[src/rtl/sdram_port_arbiter.sv]
// Two-port (display read / frame-buffer write) arbiter in front of a single SDRAM controller port.
// Optional grant statistics are enabled by defining ARB_STATS_EN.
module sdram_port_arbiter #(
  parameter int ADDR_W     = 25,
  parameter int DATA_W     = 16,
  parameter int RD_LAT     = 2,
  parameter int STARVE_MAX = 8
) (
  input  logic              sdram_clk,
  input  logic              iRST_n,
  input  logic              done,
  input  logic              rd_req,
  input  logic [ADDR_W-1:0] rd_addr,
  output logic              rd_ack,
  output logic              rd_valid,
  output logic [DATA_W-1:0] rd_data,
  input  logic              wr_req,
  input  logic [ADDR_W-1:0] wr_addr,
  input  logic [DATA_W-1:0] wr_data,
  output logic              wr_ack,
  output logic              mem_read,
  output logic              mem_write,
  output logic [ADDR_W-1:0] mem_addr,
  output logic [DATA_W-1:0] mem_wdata,
  input  logic [DATA_W-1:0] mem_readdata,
  input  logic              mem_waitrequest,
  output logic [15:0]       rd_grant_cnt,
  output logic [15:0]       wr_grant_cnt
);

  typedef enum logic [1:0] {IDLE, RD_ISSUE, RD_WAIT, WR_ISSUE} state_t;

  localparam logic [2:0] LAT_INIT   = 3'(RD_LAT);
  localparam logic [7:0] STARVE_LIM = 8'(STARVE_MAX);

  state_t              state_q, state_d;
  logic [2:0]          lat_q, lat_d;
  logic [7:0]          streak_q, streak_d;
  logic [ADDR_W-1:0]   mem_addr_q, mem_addr_d;
  logic [DATA_W-1:0]   mem_wdata_q, mem_wdata_d;
  logic [DATA_W-1:0]   rd_data_q, rd_data_d;
  logic                rd_valid_q, rd_valid_d;

  always_comb begin
    state_d     = state_q;
    lat_d       = lat_q;
    mem_addr_d  = mem_addr_q;
    mem_wdata_d = mem_wdata_q;
    rd_data_d   = rd_data_q;
    rd_valid_d  = 1'b0;
    rd_ack      = 1'b0;
    wr_ack      = 1'b0;

    case (state_q)
      IDLE: begin
        if (done) begin
          if (wr_req && (!rd_req || (streak_q >= STARVE_LIM))) begin
            state_d     = WR_ISSUE;
            mem_addr_d  = wr_addr;
            mem_wdata_d = wr_data;
          end else if (rd_req) begin
            state_d    = RD_ISSUE;
            mem_addr_d = rd_addr;
          end
        end
      end
      RD_ISSUE: begin
        rd_ack = ~mem_waitrequest;
        if (rd_ack) begin
          state_d = RD_WAIT;
          lat_d   = LAT_INIT;
        end
      end
      RD_WAIT: begin
        // Counter value 1 marks the edge on which the controller's read word is valid.
        if (lat_q == 3'd1) begin
          rd_data_d  = mem_readdata;
          rd_valid_d = 1'b1;
          lat_d      = 3'd0;
          state_d    = IDLE;
        end else begin
          lat_d = lat_q - 3'd1;
        end
      end
      WR_ISSUE: begin
        wr_ack = ~mem_waitrequest;
        if (wr_ack) begin
          state_d = IDLE;
        end
      end
      default: state_d = IDLE;
    endcase

    // Consecutive reads granted while a write is pending; saturates.
    if (!wr_req || wr_ack) begin
      streak_d = 8'd0;
    end else if (rd_ack && (streak_q != 8'hFF)) begin
      streak_d = streak_q + 8'd1;
    end else begin
      streak_d = streak_q;
    end
  end

  always_ff @(posedge sdram_clk) begin
    if (!iRST_n) begin
      state_q     <= IDLE;
      lat_q       <= 3'd0;
      streak_q    <= 8'd0;
      mem_addr_q  <= '0;
      mem_wdata_q <= '0;
      rd_data_q   <= '0;
      rd_valid_q  <= 1'b0;
    end else begin
      state_q     <= state_d;
      lat_q       <= lat_d;
      streak_q    <= streak_d;
      mem_addr_q  <= mem_addr_d;
      mem_wdata_q <= mem_wdata_d;
      rd_data_q   <= rd_data_d;
      rd_valid_q  <= rd_valid_d;
    end
  end

  assign mem_read  = (state_q == RD_ISSUE);
  assign mem_write = (state_q == WR_ISSUE);
  assign mem_addr  = mem_addr_q;
  assign mem_wdata = mem_wdata_q;
  assign rd_data   = rd_data_q;
  assign rd_valid  = rd_valid_q;

`ifdef ARB_STATS_EN
  logic [15:0] rd_cnt_q, rd_cnt_d;
  logic [15:0] wr_cnt_q, wr_cnt_d;

  always_comb begin
    rd_cnt_d = rd_cnt_q + {15'd0, rd_ack};
    wr_cnt_d = wr_cnt_q + {15'd0, wr_ack};
  end

  always_ff @(posedge sdram_clk) begin
    if (!iRST_n) begin
      rd_cnt_q <= 16'd0;
      wr_cnt_q <= 16'd0;
    end else begin
      rd_cnt_q <= rd_cnt_d;
      wr_cnt_q <= wr_cnt_d;
    end
  end

  assign rd_grant_cnt = rd_cnt_q;
  assign wr_grant_cnt = wr_cnt_q;
`else
  assign rd_grant_cnt = 16'd0;
  assign wr_grant_cnt = 16'd0;
`endif

endmodule

[config.mk]
export PLATFORM = sky130hd
export DESIGN_NAME = sdram_port_arbiter
export DESIGN_NICKNAME = d
export VERILOG_FILES = /design/src/rtl/sdram_port_arbiter.sv
export SDC_FILE = /design/constraint.sdc
export NUM_CORES = 1
export LEC_CHECK = 0
export CAP_MARGIN = 0
export CORE_MARGIN = 5
export CORE_UTILIZATION = 35
export CTS_CLUSTER_DIAMETER = 200
export DETAILED_ROUTE_END_ITERATION = 6
export MAX_ROUTING_LAYER = met4
export PLACE_DENSITY = 0.77
export SLEW_MARGIN = 20
export SYNTH_ARGS = -nofsm -noshare
export SYNTH_HDL_FRONTEND = slang
export SYNTH_SLANG_ARGS = --single-unit
[constraint.sdc]
create_clock -name sdram_clk -period 1.5 [get_ports sdram_clk]
set_input_delay 0.3 -clock sdram_clk [delete_from_list [all_inputs] [get_ports sdram_clk]]
set_output_delay 0.3 -clock sdram_clk [all_outputs]
set_load 0.01 [all_outputs]
==> summary.txt <==
Worst setup path
  – Critical Path Sink Type: flop
  – RR Startpoint: state_q[0]$_SDFFE_PN0P_
  – Crit Path Category: in2reg
  – Reg-to-Reg End: mem_addr[6]$_SDFFE_PN0P_
  – Worst-path fanout max: 7
  – Worst EP required: ~1.8 ns
  – Crit path arrival time: 1.75 ns
  – Crit start category: primary input
  – R2r setup slk: 0.03 ns
  – Cell depth of the worst flop-to-flop path: 7

Layout
  – Final Util: 0.567
  – Most frequent cells in the layout: nand2_1, clkdlybuf4s50_1, dfxtp_1
  – Layout Cells excl Fill: 683
  – FF/Latch Area: 0.00143 sq mm
  – Final net count: 659
  – Fillers: 839
  – Most common cell after layout, fill and taps aside: nand2_1
  – Number of diodes: 0
  – Area Growth Syn to Fin: 60.2%
  – Area taken by multi-input logic gates: 0.00162 sq mm
  – Layout cells sized above 1: 0.121

STA
  – Crit share post-route: 0.988
  – Final hold vios: 0
  – Final setup violation count: 0
  – Max-slew violation count: 0
  – Final Skew: a little under 0.01 ns
  – F_max: slightly below 0.7 GHz
  – RSZ-0062 raised after global routing: yes
  – Min Tclk post-route: ~1.5 ns

Global route
  – Number of global-route vias before repair: roughly 3,000
  – Global-route wire length before repair: 14.1 mm
  – Met2 Use GR: 0.262
  – Grt peak-use layer: met2
  – Global Route Usage Sum: 0.159
  – GRT overflow: 0
  – Met1 Usage GRT: 0.179
  – Initial antenna violation count: 0
  – Pin count of the biggest net entering global routing: 52
  – GR met3 Demand/Resource: 0.0504

Place
  – DPL Wire Length: just under 7 mm
  – Placed insts: 658
  – IO Port Bufs: 149
  – Routability cong.: 0.870

Synth
  – Syn_area_per_cell: 8.06 sq um
  – Ys flop type: dfxtp_1
  – Area share of the leading cell type in the synthesized netlist: 0.439
  – Main combinational cell family by area after synthesis: simple AND/OR/NAND/NOR gates
  – Cell Area, Synth: approximately 0.0032 sq mm
  – EDFF count, synth: 0
  – Synth Warn #: 0
  – Largest area contributor in the netlist: dfxtp_1
  – Complex-gate fraction of the synthesized area: 0.193
  – Sequential area share after synthesis: 0.439
  – Mux share of post-synthesis cell area: 0.00927
  – Simple-Gate Fraction of Synth Area: 0.216
  – Adder-Cell Fraction of Synth Area: 0.0154
  – Post-synthesis xor/xnor area fraction: 0.0108
  – Netlist cell types: 38
  – Synth top area cells: dfxtp_1, nand2_1, buf_4
  – Mapped Cells: 402
  – Ys async rst share: 0
  – Synthesis-stage register bit count: 71

Clocking
  – CTS tree: done
  – Total CTS buffers: 9
  – Max Root-Sink Buffers: 2
  – Clk_lat worst skew: 0.34 ns
  – Hold_buf cts: 0
  – Root Buffer: clkbuf_8
  – Clock transition at path regs: 0.08 ns
  – CTS sink count: 71
  – Htree depth: 3

Die
  – # IOs: 182
  – Die width: between 100 and 150 um
  – Starting Density: 0.354
  – Die H: approximately 110 um
  – Row count: 35
  – Area of the die: 0.0113 sq mm
  – Core Area: 0.00915 sq mm

Routing
  – Routed len/inst: 14.4 um
  – DRC violations left: 0
  – Routed WL: ~9.8 mm
  – Remaining antenna violation count after routing: 0
  – Routed vias/inst: 4.72
  – Vias: 3,225
  – First DRT Iteration DRCs: 87
  – Drt pass-1 iters: 5

Min path
  – Min-delay worst type: in2reg
  – Hold EP: lat_q[1]$_SDFFE_PN0P_
  – Worst hold start: iRST_n
  – Hold depth: 2

Job
  – Max-cap violations: 0

Power
  – Pwr Total: 0.00440 W
  – Leak: 2.26 nW
  – P per Cell Area: 849 mW/mm^2
  – Peak supply drop: 403 uV

Status
  – Status: completed
-- Yosys cell counts, types with 2 or more instances --
master     number
a21boi_0       15
a21oi_1         5
a31oi_1        25
and2_1          3
and3_1          3
buf_2           3
buf_4          36
clkbuf_1       18
dfxtp_1        71
ha_1            4
inv_1           5
mux2i_1         3
nand2_1       102
nand2b_1        4
nand3_1        19
nor2_1         11
nor2b_1         4
nor3_2          2
o2111ai_1       3
o211ai_1        2
o21ai_0        44
or3_1           2
xor2_1          3
-- timing repair --
action                                  4_1_cts  5_1_grt
gates cloned                                  0        5
setup buffers                                 0        4
resized for setup                            70       33
pin swaps                                     1        2
endpoints found under the setup margin       65       39
-- layout make-up --
type / count / share of cell area
multi-input combinational: 299 / 0.311
tap: 111 / 0.0268
sequential: 71 / 0.276
inverter: 5 / 0.00362
clock inverter: 6 / 0.00868
timing repair buffer: 181 / 0.347
clock buffer: 10 / 0.0265
-- kinds of logic (layout without fill, tap and decap cells) --
logic type                 after synthesis  after routing
and+or+nand+nor                        155            155
buffers and inverters                   63            202
adders and majority gates                4              4
DFF                                     71             71
muxes                                    3              3
AOI/OAI and AO/OA                      101            101
other                                    1             32
xor gates and xnor gates                 4              4
-- critical path: stages --
cell	delay [ns]
clkdlybuf4s50_1	0.57
nor2_1	0.12
nor3_4	0.26
buf_6	0.17
buf_12	0.13
o21ai_1	0.06
a31oi_1	0.15
-- through the flow --
stage | TNS (ns) | instance area [sq um] | setup slack (ns) | hold WS (ns)
3_3_place_gp | -14.28 | 4880 | -0.445 | 0.443
4_1_cts | 0 | 4990 | 0.0182 | 0.356
5_1_grt | -0.867 | 5190 | -0.0456 | 0.384
6_report | 0 | 5190 | 0.0173 | 0.368
3_5_place_dp | -15.69 | 4880 | -0.449 | 0.452
2_1_floorplan | 0 | 3360 | 0.0150 | 0.430
-- power breakdown --
part	total, W	switching (W)	internal [W]
sequential	0.00204	0.0000564	0.00199
clock	0.00141	0.000760	0.000650
combinational	0.000952	0.000430	0.000522
-- worst max-delay path by stage --
stage	start	endpoint	slack [ns]	cells past startpoint
global route	state_q[0]$_SDFFE_PN0P_	mem_addr[6]$_SDFFE_PN0P_	-0.05	7
detailed placement	mem_waitrequest	rd_ack	-0.45	3
CTS	rd_req	mem_addr[6]$_SDFFE_PN0P_	0.02	7
finish	wr_req	mem_addr[6]$_SDFFE_PN0P_	0.02	7
global placement	mem_waitrequest	rd_ack	-0.45	3
floorplan	state_q[0]$_SDFFE_PN0P_	streak_q[7]$_SDFFE_PP0P_	0.02	5
-- sequential cells by signal, summed over array words and instances, names as in the netlist --
signal     flops
mem_addr      25
rd_data       16
rd_valid       1
state_q        2
lat_q          3
streak_q       8
mem_wdata     16
-- metal layers --
metal / part of all wire / vias to the layer above
met5: 0 / -
li1: - / 1626
met3: 0.080 / 11
met4: 0.014 / 0
met2: 0.49 / 117
met1: 0.41 / 1471
No activity file was read; power rests on OpenSTA's default activity.
